===== src/rtl/key_scan_pkg.sv =====
// Shared defaults and FSM state type for the key scan controller.
package key_scan_pkg;

   localparam int unsigned DEF_N_KEYS         = 4;
   localparam int unsigned DEF_STABLE_CYCLES  = 5;
   localparam int unsigned DEF_RELEASE_CYCLES = 5;

   typedef enum logic [1:0] {
      S_IDLE   = 2'd0,
      S_FILTER = 2'd1,
      S_HELD   = 2'd2
   } state_t;

endpackage


===== src/rtl/key_sync.sv =====
// Two-flop synchronizer for the raw active-low key lines; resets to released.
module key_sync
   import key_scan_pkg::*;
#(
   parameter int unsigned N_KEYS = DEF_N_KEYS
)(
   input  logic              clk,
   input  logic              rst_p,
   input  logic [N_KEYS-1:0] i_keys_n,
   output logic [N_KEYS-1:0] o_keys_n
);

   logic [N_KEYS-1:0] r_meta;
   logic [N_KEYS-1:0] r_sync;

   always_ff @(posedge clk) begin
      if (rst_p) begin
         r_meta <= '1;
         r_sync <= '1;
      end else begin
         r_meta <= i_keys_n;
         r_sync <= r_meta;
      end
   end

   assign o_keys_n = r_sync;

endmodule


===== src/rtl/key_scan_ctrl.sv =====
// Shared-filter key scanner: round-robin grant, press debounce, release debounce.
module key_scan_ctrl
   import key_scan_pkg::*;
#(
   parameter  int unsigned N_KEYS         = DEF_N_KEYS,
   parameter  int unsigned STABLE_CYCLES  = DEF_STABLE_CYCLES,
   parameter  int unsigned RELEASE_CYCLES = DEF_RELEASE_CYCLES,
   localparam int unsigned CODE_W         = $clog2(N_KEYS)
)(
   input  logic              clk,
   input  logic              rst_p,
   input  logic [N_KEYS-1:0] keys_n,
   output logic              key_valid,
   output logic [CODE_W-1:0] key_code,
   output logic              key_held,
   output logic              key_release,
   output logic              busy
);

   localparam int unsigned CNT_MAX = (STABLE_CYCLES > RELEASE_CYCLES) ? STABLE_CYCLES
                                                                      : RELEASE_CYCLES;
   localparam int unsigned CNT_W   = $clog2(CNT_MAX + 1);

   state_t             r_state;
   logic [CODE_W-1:0]  r_ptr;
   logic [CNT_W-1:0]   r_cnt;
   logic [CODE_W-1:0]  r_code;
   logic               r_valid;
   logic               r_held;
   logic               r_release;
   logic               r_busy;

   state_t             w_state_nxt;
   logic [CODE_W-1:0]  w_ptr_nxt;
   logic [CNT_W-1:0]   w_cnt_nxt;
   logic [CODE_W-1:0]  w_code_nxt;
   logic               w_valid_nxt;
   logic               w_held_nxt;
   logic               w_release_nxt;
   logic [N_KEYS-1:0]  w_keys_s;
   logic               w_gnt_found;
   logic [CODE_W-1:0]  w_gnt_idx;
   logic               w_gnt_lvl;
   logic [CODE_W-1:0]  w_code_inc;

   key_sync #(
      .N_KEYS (N_KEYS)
   ) u_sync (
      .clk      (clk),
      .rst_p    (rst_p),
      .i_keys_n (keys_n),
      .o_keys_n (w_keys_s)
   );

   assign w_gnt_lvl  = w_keys_s[r_code];
   assign w_code_inc = (32'(r_code) == N_KEYS - 1) ? '0 : r_code + CODE_W'(1);

   // Round-robin search: first low line at or after r_ptr, wrapping at N_KEYS.
   always_comb begin
      int unsigned v_cand;
      w_gnt_found = 1'b0;
      w_gnt_idx   = '0;
      v_cand      = 0;
      for (int unsigned i = 0; i < N_KEYS; i++) begin
         v_cand = 32'(r_ptr) + i;
         if (v_cand >= N_KEYS) begin
            v_cand = v_cand - N_KEYS;
         end
         if (!w_gnt_found && !w_keys_s[v_cand[CODE_W-1:0]]) begin
            w_gnt_found = 1'b1;
            w_gnt_idx   = v_cand[CODE_W-1:0];
         end
      end
   end

   always_comb begin
      w_state_nxt   = r_state;
      w_ptr_nxt     = r_ptr;
      w_cnt_nxt     = r_cnt;
      w_code_nxt    = r_code;
      w_valid_nxt   = 1'b0;
      w_held_nxt    = r_held;
      w_release_nxt = 1'b0;

      unique case (r_state)
         S_IDLE: begin
            w_held_nxt = 1'b0;
            if (w_gnt_found) begin
               w_code_nxt  = w_gnt_idx;
               w_cnt_nxt   = CNT_W'(1);
               w_state_nxt = S_FILTER;
            end
         end
         S_FILTER: begin
            if (!w_gnt_lvl) begin
               if (r_cnt == CNT_W'(STABLE_CYCLES - 1)) begin
                  w_cnt_nxt   = '0;
                  w_valid_nxt = 1'b1;
                  w_held_nxt  = 1'b1;
                  w_state_nxt = S_HELD;
               end else begin
                  w_cnt_nxt = r_cnt + CNT_W'(1);
               end
            end else begin
               w_cnt_nxt   = '0;
               w_ptr_nxt   = w_code_inc;
               w_state_nxt = S_IDLE;
            end
         end
         S_HELD: begin
            if (w_gnt_lvl) begin
               if (r_cnt == CNT_W'(RELEASE_CYCLES - 1)) begin
                  w_cnt_nxt     = '0;
                  w_release_nxt = 1'b1;
                  w_held_nxt    = 1'b0;
                  w_ptr_nxt     = w_code_inc;
                  w_state_nxt   = S_IDLE;
               end else begin
                  w_cnt_nxt = r_cnt + CNT_W'(1);
               end
            end else begin
               w_cnt_nxt = '0;
            end
         end
         default: begin
            w_cnt_nxt   = '0;
            w_held_nxt  = 1'b0;
            w_state_nxt = S_IDLE;
         end
      endcase
   end

   always_ff @(posedge clk) begin
      if (rst_p) begin
         r_state   <= S_IDLE;
         r_ptr     <= '0;
         r_cnt     <= '0;
         r_code    <= '0;
         r_valid   <= 1'b0;
         r_held    <= 1'b0;
         r_release <= 1'b0;
         r_busy    <= 1'b0;
      end else begin
         r_state   <= w_state_nxt;
         r_ptr     <= w_ptr_nxt;
         r_cnt     <= w_cnt_nxt;
         r_code    <= w_code_nxt;
         r_valid   <= w_valid_nxt;
         r_held    <= w_held_nxt;
         r_release <= w_release_nxt;
         r_busy    <= (w_state_nxt != S_IDLE);
      end
   end

   assign key_valid   = r_valid;
   assign key_code    = r_code;
   assign key_held    = r_held;
   assign key_release = r_release;
   assign busy        = r_busy;

endmodule


===== config.mk =====
export PLATFORM = sky130hd
export DESIGN_NAME = key_scan_ctrl
export DESIGN_NICKNAME = d
export VERILOG_FILES = /design/src/rtl/key_scan_pkg.sv /design/src/rtl/key_sync.sv /design/src/rtl/key_scan_ctrl.sv
export SDC_FILE = /design/constraint.sdc
export NUM_CORES = 1
export LEC_CHECK = 0
export CORE_AREA = 4 4 47 49
export CTS_CLUSTER_SIZE = 40
export DETAILED_ROUTE_END_ITERATION = 12
export DIE_AREA = 0 0 51 53
export GPL_ROUTABILITY_DRIVEN = 1
export HOLD_SLACK_MARGIN = 0.03
export PLACE_DENSITY = 0.79
export REMOVE_ABC_BUFFERS = 1
export SLEW_MARGIN = 40
export SYNTH_ARGS = -nofsm -noshare
export SYNTH_HDL_FRONTEND = slang
export SYNTH_SLANG_ARGS = --single-unit

===== constraint.sdc =====
create_clock -name clk -period 2 [get_ports clk]
set_input_delay 0.4 -clock clk [delete_from_list [all_inputs] [get_ports clk]]
set_output_delay 0.4 -clock clk [all_outputs]
set_load 0.005 [all_outputs]

# After elaboration in Yosys (flattened, before gate mapping)
# Cells that the tools add are included.
[totals]
ff_bits = 21
input_bits = 6
n_memories = 0
wordCells = 101
romBits = 0
ramBits = 0
latchBits = 0
[op_classes]
n_shift = 0
n_mul = 0
bitwise = 3
div = 0
n_reduce_logical = 16
n_addsub = 9
n_lt_le_gt_ge = 9
eq_ne = 10
n_mux = 44
[ops]
columns = ["operator", "n"]
rows = [
  ["$mux W2", 17],
  ["$lt A2 B3 Y1 const B", 5],
  ["$mux W1", 14],
  ["$mux W3", 4],
  ["$ne A2 B2 Y1 const B", 6],
  ["$bmux W1 S2", 5],
  ["$ge A3 B3 Y1 const B", 3],
  ["$pmux W3 S3", 1],
  ["$reduce_and A4 Y1", 2],
  ["$sub A2 B1 Y2 const B", 4],
  ["$add A2 B2 Y3 const B", 2],
  ["$pmux W2 S3", 1],
  ["$reduce_or A3 Y1", 2],
  ["$logic_not A1 Y1", 5],
  ["$eq A2 B2 Y1 const B", 2],
  ["$pmux W2 S2", 1],
  ["$reduce_bool A2 Y1", 2],
  ["$add A2 B1 Y3 const B", 1],
  ["$add A3 B1 Y3 const B", 1],
  ["$eq A3 B3 Y1 const B", 1],
  ["$ge A2 B3 Y1 const B", 1],
  ["$logic_and A1 B1 Y1", 3],
  ["$not A1 Y1", 3],
  ["$add A2 B1 Y2 const B", 1],
  ["other kinds (4)", 4],
]

# Logic depth before layout (Yosys ltp)
[depth]
word_depth = 17
depth_mapped = 7

# By module
# From an unflattened synthesis, not the netlist that was laid out.
[hier_totals]
cells_unflattened = 95
area_unflattened_um2 = 875.8
[by_module_without_submodules]
columns = ["mod", "instances", "seq_area_each_um2", "area_per_inst_um2", "cells_each"]
rows = [
  ["key_scan_ctrl", 1, 260.2, 665.6, 79],
  ["key_sync", 1, 160.2, 210.2, 16],
]

# Worst setup path after synthesis
# OpenSTA, ideal clock, no wires.
[synth_timing]
path_type = "reg-to-reg"
startpoint = "reg r_code[0] (netlist: key_code[0])"
endpoint = "reg r_cnt[1]"
path_stages_with_launch = 5
t_required_ns = 1.875
path_buffers = 0
arrival_time_ns = 1.458
synth_period_minus_slack_ns = 1.583
setup_slack_ns = 0.417
cell_sequence = "dfxtp_1 > mux4_2 > mux2_4 > a22oi_2 > nor2_1"
[synth_between]
elab_chain_cells = 4
[synth_lines]
columns = ["element", "line_no", "text"]
rows = [
  ["start, declared", "key_scan_ctrl.sv:27", "logic [CODE_W-1:0] r_code;"],
  ["start signal, assigned", "key_scan_ctrl.sv:147", "r_code <= w_code_nxt;"],
  ["$bmux W1 S2 *", "key_scan_ctrl.sv:55", "assign w_gnt_lvl = w_keys_s[r_code];"],
  ["$mux W1 (implied by the code) *", "key_scan_ctrl.sv:55", ""],
  ["$mux W3, on equally long branches", "key_scan_ctrl.sv:111, key_scan_ctrl.sv:95", ""],
  ["$pmux W3 S3 *", "key_scan_ctrl.sv:85", "unique case (r_state)"],
  ["end signal, assigned", "key_scan_ctrl.sv:146", "r_cnt <= w_cnt_nxt;"],
  ["end, declared", "key_scan_ctrl.sv:26", "logic [CNT_W-1:0] r_cnt;"],
]
# Mark *: on every way between the ends. The rest lies on a longest branch, timed or not. The select of a mux whose other input is x is not followed.
# A chain may end at the register's enable or synchronous reset.

# Final worst setup path
[layout_timing]
startpoint = "reg r_code[0] (netlist: key_code[0])"
endpoint = "out key_code[0]"
[layout_lines]
columns = ["element", "line_no", "text"]
rows = [
  ["end, declared", "key_scan_ctrl.sv:14", "output logic [CODE_W-1:0] key_code,"],
]
# No word-level cell between the ends.

==> out/metrics.cfg <==
[placement]
io_buffers = 11
place_area_sq_um = 1020
hpwl_um = 1190
place_congestion = 0.819

[timing]
fmax_ghz = 0.598
hold_viol = 0
skew_ns = 0.00957
setup_violations = 0
slew_violations = 0
rsz0062_at_grt = false
tightest_slew_ns = 0.392
maxSlewHeadroom_pct = 73.8
tns_ns = 0
final.min_clock_period_ns = 1.67
min_period_over_period_pct = 83.6

[layout]
n_antenna_cell = 0
area_growth_pct = 19.8
multi_input_area_sq_um = 422
fillers = 173
seqCellArea_sq_um = 420
nNetsFinal = 122
drive_gt1_share_pct = 17.0
layout_common_cells = 21 x dfxtp_1, 11 x clkdlybuf4s50_1, 10 x a21oi_1
mostFrequentLayoutCell = dfxtp_1
final_area_sq_um = 1050

[routing]
finalWirelength_um = 1510
drc_errors = 0
wl_met3_um = 60
wirelength_met1_um = 643
drtIter0Drc = 15
ant_nets = 0
top_layer = met4
routed_via_density = 5.15
wl_met2_um = 764
dr.pass1.iters = 4
vias = 716
wl_per_cell_um = 10.8

[pwr]
p_per_area_nw_per_um2 = 723
total_power_mw = 0.760
cellLeakagePower_nw = 0.400
vdd_drop_max_uv = 459

[synth]
ys_types = 24
synth_area_leaders = dfxtp_1 48%, a21oi_1 5.7%, or2_2 5.7%
synth_top_area_share_pct = 47.9
postSynthCellCount = 97
ys_seq_area_share_pct = 47.9
ys.warnings.count = 0
avgSynthCellArea_sq_um = 9.04
yosysTopAreaCell = dfxtp_1
ys_ff_latch = 21
synth_area_sq_um = 877

[clock_network]
clockRootBuffer = clkbuf_4
cts_buffer_depth = 2
cts-buffers-inserted = 3
ctsResizeCount = 0
cts-htree-levels = 1
clock_latency_ns = 0.31
hold_buffers = 0
cts_setup_buffers = 0
cts_tree = yes
clk_pin_slew_ns = 0.12
cts_sinks = 21

[critical_path]
cpPeakStageDelay_ns = 0.54
cp_cell_sequence = clkdlybuf4s50_1
crit_required_ns = 1.60
path_buf_inv = 1
cp_max_fo = 5
cp.arrival_ns = 1.27
setup.worst_path.class = flip-flop to output port
cp_top_family = buffers and inverters
cp-start-kind = flip-flop
cp-end-kind = output port
slowest_stage = clkdlybuf4s50_1

[global_routing]
first_global_vias = 676
overflow = 0
antenna_found_initial = 0
grt_start_max_net_pins = 15
grt.total_usage_pct = 14.1
grt_pass1_wl_um = 2820

[floorplanning]
initial_core_util_pct = 47.1
dieArea_sq_um = 2700
core-area_sq_um = 1860
floorplan.rows = 16
boundaryPins = 12
die_w_um = 51
die_h_um = 53

[worst_hold_path]
min_path_type = flip-flop to flip-flop

[flow_run]
maxCapViolCount = 0

[outcome]
status = completed

sequential cells by signal (all words and copies together), names as in the netlist:
| signal | flops |
|---|---|
| busy | 1 |
| r_ptr | 2 |
| u_sync.o_keys_n | 4 |
| key_release | 1 |
| r_cnt | 3 |
| r_state | 2 |
| key_held | 1 |
| u_sync.r_meta | 4 |
| key_code | 2 |
| key_valid | 1 |
Yosys cell counts (all sizes together):
cell / number
or3: 1
nor3: 4
nand3: 4
mux2i: 2
ha: 3
a22oi: 1
mux4: 1
nand4: 2
nor2: 7
nand2: 8
o21ai: 10
nor3b: 2
buf: 1
o221ai: 1
or2: 8
and2b: 1
a21oi: 10
nand2b: 1
dfxtp: 21
mux2: 1
o22ai: 1
inv: 6
dlygate4sd1: 1
per-stage QoR:
step	instances	worst slack, ns	util, %	hold WS (ns)
floorplan	95	0.427	-	0.389
global placement	135	0.417	55.0	0.392
detailed placement	135	0.378	55.0	0.396
CTS	139	0.305	56.5	0.425
global route	139	0.261	56.5	0.445
finish	139	0.328	56.5	0.421
kinds of logic (layout without fill, tap and decap cells):
kind of cell | Yosys count | in the layout | share of synthesized area [%]
buf+inv | 8 | 23 | 3.99
mux | 4 | 4 | 6.56
flops | 21 | 21 | 47.9
simple gates | 38 | 38 | 22.3
compound gates | 23 | 23 | 15.0
fa+ha+maj | 3 | 3 | 4.28
routing by layer:
layer  global-route usage [%]  up-vias
met5                        0        -
met4                     8.07        0
met3                     3.38        5
met2                     23.6       14
met1                     16.3      331
li1                         -      366
layout make-up:
type | count | area share (%)
multi-input cells | 68 | 40.1
flip-flops and latches | 21 | 40.0
repair buffers | 13 | 11.9
well taps | 27 | 3.21
clock buffers | 3 | 2.14
inverters | 6 | 2.14
clock inverters | 1 | 0.476
path summary, 6_finish.rpt:
check | start | to | cells past startpoint | slack (ns)
min | u_sync.r_meta[3] | u_sync.o_keys_n[3] | 1 | 0.42
max | key_code[0] | key_code[0] | 1 | 0.33
max reg2reg | key_code[0] | r_cnt[2] | 4 | 0.37
min reg2reg | u_sync.r_meta[3] | u_sync.o_keys_n[3] | 1 | 0.42
power by group:
| group | total (mW) | internal [mW] | leakage [nW] | switching, mW |
|---|---|---|---|---|
| Clock | 0.202 | 0.0747 | 0.0177 | 0.128 |
| Combinational | 0.101 | 0.0545 | 0.210 | 0.0463 |
| Sequential | 0.456 | 0.438 | 0.172 | 0.0178 |
| Total | 0.760 | 0.568 | 0.400 | 0.192 |
No activity file was read; power rests on OpenSTA's default activity.
